<file path="src/rtl/strobe_counter_sequencer_if.sv">
// Bus bundle between the config/control side and the sequencer, plus the
// sideband to and from the pipelined counter it drives.
//   cfg_we/cfg_addr/cfg_data : period table write port
//   seq_last/loop_en/start/stop : sequence control
//   busy/done/event_strobe/event_idx : sequence status
//   cnt_rst/cnt_enable/cnt_reset_value : drive to the counter
//   cnt_strobe/cnt_ready : feedback from the counter
// master = controller / counter side, slave = sequencer.
interface strobe_counter_sequencer_if #(
    parameter int unsigned WIDTH = 16,
    parameter int unsigned DEPTH = 4
);
    localparam int unsigned IDX_W = (DEPTH > 1) ? $clog2(DEPTH) : 1;

    logic             cfg_we;
    logic [IDX_W-1:0] cfg_addr;
    logic [WIDTH-1:0] cfg_data;
    logic [IDX_W-1:0] seq_last;
    logic             loop_en;
    logic             start;
    logic             stop;
    logic             busy;
    logic             done;
    logic             event_strobe;
    logic [IDX_W-1:0] event_idx;
    logic             cnt_rst;
    logic             cnt_enable;
    logic [WIDTH-1:0] cnt_reset_value;
    logic             cnt_strobe;
    logic             cnt_ready;

    modport master (
        output cfg_we, cfg_addr, cfg_data, seq_last, loop_en, start, stop,
        output cnt_strobe, cnt_ready,
        input  busy, done, event_strobe, event_idx,
        input  cnt_rst, cnt_enable, cnt_reset_value
    );

    modport slave (
        input  cfg_we, cfg_addr, cfg_data, seq_last, loop_en, start, stop,
        input  cnt_strobe, cnt_ready,
        output busy, done, event_strobe, event_idx,
        output cnt_rst, cnt_enable, cnt_reset_value
    );
endinterface

</file>
<file path="src/rtl/strobe_counter_sequencer.sv">
// Sequencer for one pipelined strobe counter. Holds a table of DEPTH periods
// and walks the counter through slots 0..seq_last (optionally looping),
// pulsing enable only when the counter is ready and reloading reset_value
// only on the edge that ends a strobe cycle. One event per completed period.
// Ports:
//   clk  : clock
//   rst  : synchronous active-high reset
//   bus  : strobe_counter_sequencer_if.slave (config, control, status, counter)
module strobe_counter_sequencer #(
    parameter int unsigned WIDTH   = 16,
    parameter int unsigned LATENCY = 16,
    parameter int unsigned DEPTH   = 4
) (
    input  logic                         clk,
    input  logic                         rst,
    strobe_counter_sequencer_if.slave    bus
);
    localparam int unsigned IDX_W  = (DEPTH > 1) ? $clog2(DEPTH) : 1;
    localparam int unsigned IDX_W1 = IDX_W + 1;

    // Parameter sanity: the counter needs a nonzero pipeline, the table two slots.
    if (DEPTH < 2 || LATENCY == 0) begin : g_param_check
        $error("strobe_counter_sequencer: need DEPTH >= 2 and LATENCY > 0");
    end

    typedef enum logic [1:0] {
        S_IDLE = 2'd0,
        S_CLR  = 2'd1,
        S_RUN  = 2'd2,
        S_FIN  = 2'd3
    } state_e;

    state_e           state_q;
    logic [IDX_W-1:0] slot_q;
    logic [IDX_W-1:0] last_q;
    logic             cnt_rst_q;
    logic             cnt_enable_q;
    logic [WIDTH-1:0] reset_value_q;
    logic             busy_q;
    logic             done_q;
    logic             event_strobe_q;
    logic [IDX_W-1:0] event_idx_q;
    logic [WIDTH-1:0] period_q [DEPTH];

    logic [IDX_W-1:0] slot_d;
    logic [IDX_W-1:0] last_clamp_c;
    logic             wr_ok_c;
    logic [WIDTH-1:0] wr_data_c;

    // Next slot wraps at the latched last slot; clamp seq_last into the table.
    always_comb begin
        slot_d       = (slot_q == last_q) ? '0 : slot_q + IDX_W'(1);
        last_clamp_c = bus.seq_last;
        if ({1'b0, bus.seq_last} >= IDX_W1'(DEPTH)) begin
            last_clamp_c = IDX_W'(DEPTH - 1);
        end
        wr_ok_c   = ({1'b0, bus.cfg_addr} < IDX_W1'(DEPTH));
        wr_data_c = (bus.cfg_data < WIDTH'(2)) ? WIDTH'(2) : bus.cfg_data;
    end

    // Period table: written at any time, never reset; periods below 2 stored as 2.
    always_ff @(posedge clk) begin
        if (bus.cfg_we && wr_ok_c) begin
            period_q[bus.cfg_addr] <= wr_data_c;
        end
    end

    // Sequencer FSM with registered outputs.
    always_ff @(posedge clk) begin
        if (rst) begin
            state_q        <= S_IDLE;
            slot_q         <= '0;
            last_q         <= '0;
            cnt_rst_q      <= 1'b1;
            cnt_enable_q   <= 1'b0;
            reset_value_q  <= WIDTH'(2);
            busy_q         <= 1'b0;
            done_q         <= 1'b0;
            event_strobe_q <= 1'b0;
            event_idx_q    <= '0;
        end else begin
            done_q         <= 1'b0;
            event_strobe_q <= 1'b0;
            case (state_q)
                S_IDLE: begin
                    cnt_rst_q    <= 1'b0;
                    cnt_enable_q <= 1'b0;
                    // stop wins over a coincident start
                    if (bus.start && !bus.stop) begin
                        last_q        <= last_clamp_c;
                        slot_q        <= '0;
                        reset_value_q <= period_q[0];
                        cnt_rst_q     <= 1'b1;
                        busy_q        <= 1'b1;
                        state_q       <= S_CLR;
                    end
                end
                S_CLR: begin
                    cnt_rst_q <= 1'b0;
                    if (bus.stop) begin
                        cnt_enable_q <= 1'b0;
                        busy_q       <= 1'b0;
                        state_q      <= S_IDLE;
                    end else begin
                        state_q <= S_RUN;
                    end
                end
                S_RUN: begin
                    if (bus.stop) begin
                        // any coincident strobe is dropped
                        cnt_enable_q <= 1'b0;
                        busy_q       <= 1'b0;
                        state_q      <= S_IDLE;
                    end else begin
                        // single-cycle pulses, only when ready was seen high
                        cnt_enable_q <= bus.cnt_ready && !cnt_enable_q;
                        if (bus.cnt_strobe) begin
                            event_strobe_q <= 1'b1;
                            event_idx_q    <= slot_q;
                            if ((slot_q == last_q) && !bus.loop_en) begin
                                state_q <= S_FIN;
                            end else begin
                                // reload on the edge ending the strobe cycle
                                slot_q        <= slot_d;
                                reset_value_q <= period_q[slot_d];
                            end
                        end
                    end
                end
                S_FIN: begin
                    done_q       <= 1'b1;
                    busy_q       <= 1'b0;
                    cnt_enable_q <= 1'b0;
                    state_q      <= S_IDLE;
                end
                default: begin
                    state_q <= S_IDLE;
                end
            endcase
        end
    end

    assign bus.cnt_rst         = cnt_rst_q;
    assign bus.cnt_enable      = cnt_enable_q;
    assign bus.cnt_reset_value = reset_value_q;
    assign bus.busy            = busy_q;
    assign bus.done            = done_q;
    assign bus.event_strobe    = event_strobe_q;
    assign bus.event_idx       = event_idx_q;
endmodule

</file>
<file path="src/flat_wrapper.sv">
// flat-port wrapper written by rule: the top's interface ports become plain ports
module strobe_counter_sequencer_flat 
#(
    parameter int unsigned WIDTH   = 16,
    parameter int unsigned LATENCY = 16,
    parameter int unsigned DEPTH   = 4
)
  (clk, rst, bus_cfg_we, bus_cfg_addr, bus_cfg_data, bus_seq_last, bus_loop_en, bus_start, bus_stop, bus_cnt_strobe, bus_cnt_ready, bus_busy, bus_done, bus_event_strobe, bus_event_idx, bus_cnt_rst, bus_cnt_enable, bus_cnt_reset_value);
  strobe_counter_sequencer_if #(.WIDTH(WIDTH), .DEPTH(DEPTH)) bus_i ();
  input  logic clk;
  input  logic rst;
  input wire logic [$bits(bus_i.cfg_we)-1:0] bus_cfg_we;
  input wire logic [$bits(bus_i.cfg_addr)-1:0] bus_cfg_addr;
  input wire logic [$bits(bus_i.cfg_data)-1:0] bus_cfg_data;
  input wire logic [$bits(bus_i.seq_last)-1:0] bus_seq_last;
  input wire logic [$bits(bus_i.loop_en)-1:0] bus_loop_en;
  input wire logic [$bits(bus_i.start)-1:0] bus_start;
  input wire logic [$bits(bus_i.stop)-1:0] bus_stop;
  input wire logic [$bits(bus_i.cnt_strobe)-1:0] bus_cnt_strobe;
  input wire logic [$bits(bus_i.cnt_ready)-1:0] bus_cnt_ready;
  output wire logic [$bits(bus_i.busy)-1:0] bus_busy;
  output wire logic [$bits(bus_i.done)-1:0] bus_done;
  output wire logic [$bits(bus_i.event_strobe)-1:0] bus_event_strobe;
  output wire logic [$bits(bus_i.event_idx)-1:0] bus_event_idx;
  output wire logic [$bits(bus_i.cnt_rst)-1:0] bus_cnt_rst;
  output wire logic [$bits(bus_i.cnt_enable)-1:0] bus_cnt_enable;
  output wire logic [$bits(bus_i.cnt_reset_value)-1:0] bus_cnt_reset_value;
  assign bus_i.cfg_we = bus_cfg_we;
  assign bus_i.cfg_addr = bus_cfg_addr;
  assign bus_i.cfg_data = bus_cfg_data;
  assign bus_i.seq_last = bus_seq_last;
  assign bus_i.loop_en = bus_loop_en;
  assign bus_i.start = bus_start;
  assign bus_i.stop = bus_stop;
  assign bus_i.cnt_strobe = bus_cnt_strobe;
  assign bus_i.cnt_ready = bus_cnt_ready;
  assign bus_busy = bus_i.busy;
  assign bus_done = bus_i.done;
  assign bus_event_strobe = bus_i.event_strobe;
  assign bus_event_idx = bus_i.event_idx;
  assign bus_cnt_rst = bus_i.cnt_rst;
  assign bus_cnt_enable = bus_i.cnt_enable;
  assign bus_cnt_reset_value = bus_i.cnt_reset_value;
  strobe_counter_sequencer #(.WIDTH(WIDTH), .LATENCY(LATENCY), .DEPTH(DEPTH)) u_core (.clk(clk), .rst(rst), .bus(bus_i));
endmodule
</file>
<file path="config.mk">
export PLATFORM = sky130hd
export DESIGN_NAME = strobe_counter_sequencer_flat
export DESIGN_NICKNAME = d
export VERILOG_FILES = /design/src/rtl/strobe_counter_sequencer_if.sv /design/src/rtl/strobe_counter_sequencer.sv /design/src/flat_wrapper.sv
export SDC_FILE = /design/constraint.sdc
export NUM_CORES = 1
export LEC_CHECK = 0
export BUFFER_PORTS_ARGS = -buffer_cell sky130_fd_sc_hd__buf_2
export CAP_MARGIN = 20
export CORE_ASPECT_RATIO = 0.5
export CORE_MARGIN = 10
export CORE_UTILIZATION = 37
export DETAILED_ROUTE_END_ITERATION = 8
export SYNTH_ARGS = -nofsm -noshare
export SYNTH_HDL_FRONTEND = slang
export SYNTH_SLANG_ARGS = --single-unit
</file>
<file path="constraint.sdc">
create_clock -name clk -period 2.7 [get_ports clk]
set_input_delay 0.27 -clock clk [delete_from_list [all_inputs] [get_ports clk]]
set_output_delay 0.27 -clock clk [all_outputs]
set_load 0.02 [all_outputs]
</file>
==> results.md, run 1 <==
- Die Ht: 93.43 microns
- Average footprint of a synthesized cell: 12.63 sq um
- Min-delay src: bus_cfg_data[9]
- Initial antenna violation count: 0
- TritonCTS clock tree: built
- Via count: 2,666
- Static leakage: 1.723 nW
- CTS buffer count: 9
- Gate Count Post-Synth: 316
- Peak supply drop: 0.2744 mV
- Seq/Total Area, Yosys: 0.6272
- ANT nets after route: 0
- Pwr/cell area: 649.1 mW/mm^2
- GR Overflow Total: 0
- Skew final: 0.009367 ns
- Yosys warnings: 0
- Worst-path clk slew: 0.06 ns
- Endpoints failing hold: 0
- ANT cells: 0
- Pre-antenna DRT Iters: 4
- Syn Std Cell Area: 0.003990 sq mm
- Total Routing Usage GR: 0.1205
- Asr flop ratio synth: 0
- Initial Utilization: 0.3845
- Critical path origin: u_core.state_q[1]
- Max cap viols: 0
- Ys flop type: edfxtp_1
- Worst Hold Class: in2reg
- Post-CTS sizing: 0
- Fmax: 443.5 MHz
- Startpoint Class: register
- GPL Wtd Cong: 0.8391
- Largest net degree at the start of global routing: 24
- Crit path DAT: 2.53 ns
- Slew @ Worst Pin: 0.9237 ns
- Number of synthesized flops with an enable pin: 64
- Fin crit share: 0.8350
- H-tree Lvls: 3
- Area Overhead vs Synth: 16.78%
- First-pass GRT wire length: 14,880 microns
- Max Buffers Root-to-Sink: 2
- Slew margin rel.: 0.3842
- Die X-Extent: 166.9 microns
- Final nets: 392
- Hold buffers post-CTS: 0
- CP Class: reg2reg
- R2r startpoint: u_core.state_q[1]
- Crit path required time: 2.98 ns
- Slew Limit Fails: 0
- Rows: 26
- Ports: 51
- Net Count, Synth: 349
- Sink Count: 93
- Final Critical Period: 2.255 ns
- Total die area: 0.01559 sq mm
- # Post-CTS Setup Buffers: 0
- Clk_lat worst skew: 0.34 ns
- FF+latch count, synth: 93
- Netlist cell types: 51
- Critical Path End Type: register
- PortBufs: 50
- Count of final setup violators: 0
- Hold_ws: 0.1628 ns
- DRT iter0 DRCs: 212
- GRT busiest layer: met2
- Flop-to-flop setup slack: 0.45 ns
- CP max FO: 10
- DP HPWL: 6358 microns
- DR DRC count: 0
- Total wire length: 9474 microns
- Status: finished, final reports clean
- Met2 Use GR: 0.1964
- Wire per inst: 18.80 microns
- Root Buffer: clkbuf_16
- Setup TNS: 0 ns
- Number of global-route vias before repair: 2,758
- Met1 Usage GRT: 0.1515
- DR vias/cell: 5.290
- Layout cell share with drive strength beyond 1: 0.2418
- RSZ-0062 raised after global routing: no
- CORE AREA: 0.01038 sq mm
- GRT met3 Usage: 0.03258
## critical path, stage by stage (launching register included)
cell      delay, ns
dfxtp_1        0.34
inv_1          0.13
ha_1           0.27
mux2i_2        0.46
a311oi_1       0.14
nor2_1         0.48
buf_6          0.23
a32o_1         0.14
## logic make-up after synthesis
| group | synth area share |
|---|---|
| compound gates | 0.1439 |
| buf+inv | 0.05895 |
| flops | 0.6272 |
| mux | 0.03606 |
| fa+ha+maj | 0.01568 |
| xor+xnor | 0.01349 |
| simple gates | 0.1047 |
## final cells by class
cell class / instances / area, sq um
clock inverters: 5 / 35.03
flip-flops and latches: 93 / 2502
multi-input cells: 168 / 1257
inverters: 20 / 75.07
repair buffers: 67 / 381.6
fillers: 932 / 5718
well taps: 140 / 175.2
clock buffers: 11 / 232.7
## flip-flops by register name (all words and copies together), names as in the netlist, 2 cells and up
| signal | flops |
|---|---|
| u_core.period_q | 64 |
| u_core.last_q | 2 |
| u_core.bus.cnt_reset_value | 16 |
| u_core.state_q | 2 |
| u_core.bus.event_idx | 2 |
| u_core.slot_q | 2 |
## placed cells by master (no fill, tap or decap), types with 3 or more instances in the layout
master,n
edfxtp_1,64
buf_2,50
dfxtp_1,29
inv_1,20
nor3_1,20
a31oi_1,16
buf_4,16
a32o_1,15
nor2_1,14
mux2i_1,13
nand3b_1,9
clkbuf_16,9
nor2b_1,8
o211ai_1,8
o32ai_1,6
a21oi_1,6
nand2b_1,5
ha_1,5
nand2_1,4
nor4_1,3
o31ai_1,3
## cells in the mapped netlist, types with 6 or more instances
cell type,instances,area [sq um]
edfxtp_1,64,1922
dfxtp_1,29,580.6
clkbuf_1,25,93.84
inv_1,20,75.07
nor3_1,20,100.1
a31oi_1,16,100.1
a32o_1,15,150.1
nor2_1,14,52.55
mux2i_1,13,130.1
nand3b_1,9,67.56
nor2b_1,8,50.05
o211ai_1,8,60.06
a21oi_1,6,30.03
o32ai_1,6,52.55
## stage by stage
step,total power [mW],utilization,instances,setup WS (ns),cell area (sq um)
5_1_grt,3.151,0.4490,504,0.3185,4659
3_5_place_dp,1.913,0.4232,488,0.4935,4392
3_3_place_gp,1.898,0.4221,487,0.2709,4380
6_report,3.024,0.4490,504,0.4454,4659
2_1_floorplan,1.812,-,316,0.7637,3990
4_1_cts,3.054,0.4490,504,0.4734,4659
## power by group
group	switching (mW)	total [mW]	leakage [nW]	internal (mW)
Clock	0.515	1.14	0.130	0.628
Combinational	0.168	0.260	0.768	0.0921
Sequential	0.0256	1.62	0.824	1.60
Total	0.708	3.02	1.72	2.32
## metal layers
layer  share of wire  routed length (microns)  vias up
met3           0.037                      349       10
met4           0.012                      112        0
met5               0                        0        -
met1            0.48                     4559     1312
met2            0.47                     4453       66
li1                -                        -     1278
## worst paths after layout
check / endpoint / cells after the start
setup / recovery: u_core.bus.cnt_reset_value[3] / 7
setup reg to reg: u_core.bus.cnt_reset_value[3] / 7
hold / removal: u_core.period_q[2][9] / 1
hold reg to reg: u_core.bus.cnt_reset_value[7] / 1
No activity file was read; power rests on OpenSTA's default activity.
==> inputs of run 2 (changes only) <==
--- a/config.mk
+++ b/config.mk
@@ -5,6 +5,7 @@
 export SDC_FILE = /design/constraint.sdc
 export NUM_CORES = 1
 export LEC_CHECK = 0
+export ABC_AREA = 1
 export BUFFER_PORTS_ARGS = -buffer_cell sky130_fd_sc_hd__buf_2
 export CAP_MARGIN = 20
 export CORE_ASPECT_RATIO = 0.5
==> constraint.sdc (replaced) <==
create_clock -name clk -period 2.3 [get_ports clk]
set_input_delay 0.23 -clock clk [delete_from_list [all_inputs] [get_ports clk]]
set_output_delay 0.23 -clock clk [all_outputs]
set_load 0.02 [all_outputs]
==> results.md, run 2 <==
- DP Area: 0.004448 sq mm
- Clk_lat worst skew: 0.34 ns
- CTS buffer count: 9
- Max cap viols: 0
- Hold Path Cell Cnt: 1
- Top post-synthesis cells by area: edfxtp_1, dfxtp_1, nand2_1
- First-pass GRT wire length: 14,600 microns
- Sink Count: 93
- ANT nets after route: 0
- Most common cell in the netlist: nand2_1
- Average footprint of a synthesized cell: 9.730 sq um
- Hold buffers post-CTS: 0
- Design Area, Final: 0.004748 sq mm
- ANT cells: 0
- GPL Wtd Cong: 0.7802
- Max Buffers Root-to-Sink: 2
- H-tree Lvls: 3
- FILL cells: 1,000
- Area Overhead vs Synth: 16.20%
- Most frequent cells in the layout: nand2_1, edfxtp_1, buf_2, inv_1, nand3_1
- Multi-input gate area: 0.001254 sq mm
- Netlist cell types: 28
- Register area: 0.002502 sq mm
- Die Ht: 94.31 microns
- Endpoints failing hold: 0
- Worst-path clk slew: 0.07 ns
- Worst Hold Class: in2reg
- CORE AREA: 0.01048 sq mm
- Via count: 2,779
- Ports: 51
- Total die area: 0.01590 sq mm
- Flop-to-flop setup slack: 0.47 ns
- Critical-path top delay cell: dfxtp_1
- Most common cell after layout, fill and taps aside: nand2_1
- Number of synthesized flops with an enable pin: 64
- PortBufs: 50
- Post-CTS sizing: 0
- Slew margin rel.: 0.5522
- Layout cell share with drive strength beyond 1: 0.2489
- Final nets: 494
- Most frequent cells after synthesis: nand2_1, edfxtp_1, inv_1, nand3_1, dfxtp_1
- Root Buffer: clkbuf_16
- Fmax: 547.7 MHz
- Rows: 26
- Max incr delay on CP: 0.33 ns
- Peak supply drop: 0.4756 mV
- Slew @ Worst Pin: 0.6709 ns
- Initial antenna violation count: 0
- Pre-antenna DRT Iters: 4
- Asr flop ratio synth: 0
- Cell taking the most area after synthesis: edfxtp_1
- R2R depth: 10
- Critical Path, Cell by Cell: inv_1 -> ha_1 -> nand2_2 -> nor2_4 -> nand2_1 -> nand2_1 -> nand2_2 -> inv_2 -> nand2_1 -> a21oi_1
- Total Routing Usage GR: 0.1181
- DP HPWL: 6182 microns
- GR Overflow Total: 0
- Seq/Total Area, Yosys: 0.6124
- FF+latch count, synth: 93
- CP Class: reg2reg
- DR DRC count: 0
- DR vias/cell: 4.586
- # Post-CTS Setup Buffers: 0
- Most used cell, CP: nand2_1
- Setup ws final: 0.4742 ns
- Slew Limit Fails: 0
- Skew final: 0.008767 ns
- Crit path required time: 2.57 ns
- Yosys top cell area share: 0.4703
- Syn Std Cell Area: 0.004086 sq mm
- Worst R2R End: u_core.slot_q[0]
- Total wire length: 9247 microns
- Pwr/cell area: 1060 mW/mm^2
- RSZ-0062 raised after global routing: no
- Largest net degree at the start of global routing: 31
- R2r startpoint: u_core.state_q[0]
- Number of global-route vias before repair: 2,676
- Wire per inst: 15.26 microns
- Setup TNS: 0 ns
- Crit path DAT: 2.09 ns
- Status: finished, final reports clean
- Yosys warnings: 0
- Startpoint Class: register
- Net Count, Synth: 453
- Hold_ws: 0.1254 ns
- CP max FO: 17
- Largest reg by FF count: u_core.period_q
- Ys flop type: edfxtp_1
- Fin crit share: 0.7938
- Hold Path End: u_core.period_q[2][15]
- Count of final setup violators: 0
- Static leakage: 2.030 nW
- DRT iter0 DRCs: 297
- Pre-CTS setup slack: 0.4719 ns
- Max FFs per register: 64
- Min-delay src: bus_cfg_data[15]
- Gate Count Post-Synth: 420
- Initial Utilization: 0.3901
- TritonCTS clock tree: built
- Final Critical Period: 1.826 ns
- Critical Path End Type: register
- Die X-Extent: 168.6 microns
[run 2: cell types whose count changed in the layout (fill, tap and decap cells not counted), moves of 7 or more]
| cell | before | now |
|---|---|---|
| mux2i_1 | 13 | 0 |
| a21oi_1 | 6 | 19 |
| a31oi_1 | 16 | 1 |
| nand2_1 | 4 | 102 |
| nor2b_1 | 8 | 0 |
| buf_4 | 16 | 9 |
| a21oi_2 | 0 | 7 |
| nand2_2 | 0 | 12 |
| inv_1 | 20 | 47 |
| nand3_1 | 0 | 34 |
| or2_2 | 1 | 10 |
| a32o_1 | 15 | 0 |
| o211ai_1 | 8 | 0 |
| nor3_1 | 20 | 2 |
[run 2: logic make-up after synthesis]
logic type | Yosys count | share of synthesized area
DFF | 93 | 0.6124
buffers and inverters | 82 | 0.08573
adders and majority gates | 5 | 0.01531
xor gates and xnor gates | 1 | 0.002144
and+or+nand+nor | 202 | 0.2293
AOI/OAI and AO/OA | 37 | 0.05511
[run 2: final cells by class]
type                            instances  share of cell area
Clock buffer                           10             0.04822
Multi-Input combinational cell        245              0.2640
Clock inverter                          6             0.01502
Timing Repair Buffer                   59             0.06693
Sequential cell                        93              0.5270
Tap cell                              140             0.03689
Inverter                               53             0.04190
[run 2: through the flow]
step	instances	util	power [mW]
CTS	606	0.4533	5.089
global placement	590	0.4246	3.603
global route	606	0.4533	5.353
detailed placement	590	0.4246	3.606
floorplan	420	-	3.243
finish	606	0.4533	5.035
[run 2: worst max-delay path by stage]
stage | from | endpoint
detailed placement | u_core.state_q[0] | u_core.slot_q[0]
global route | u_core.state_q[0] | u_core.slot_q[0]
finish | u_core.state_q[0] | u_core.slot_q[0]
floorplan | bus_cfg_addr[0] | u_core.period_q[3][0]
global placement | u_core.state_q[0] | u_core.slot_q[0]
CTS | u_core.state_q[0] | u_core.slot_q[0]
[run 2: per-layer routing]
metal	up-vias	GRT usage	share of wire
met5	-	0	0
met1	1247	0.1637	0.51
li1	1447	-	-
met2	78	0.1645	0.40
met3	7	0.04470	0.078
met4	0	0.03963	0.0096
[run 2: critical path: cells and delay by family, from the launching register on]
kind            cells  cell delay, ns
compound gates      1            0.14
flops               1            0.33
fa+ha+maj           1            0.30
simple gates        6            0.57
buf+inv             2            0.42
[run 2: power by group]
group / internal [mW] / switching, mW / total, mW / leakage, nW
Clock: 0.854 / 0.628 / 1.48 / 0.145
Sequential: 1.99 / 0.0883 / 2.08 / 0.826
Combinational: 0.452 / 1.02 / 1.47 / 1.06
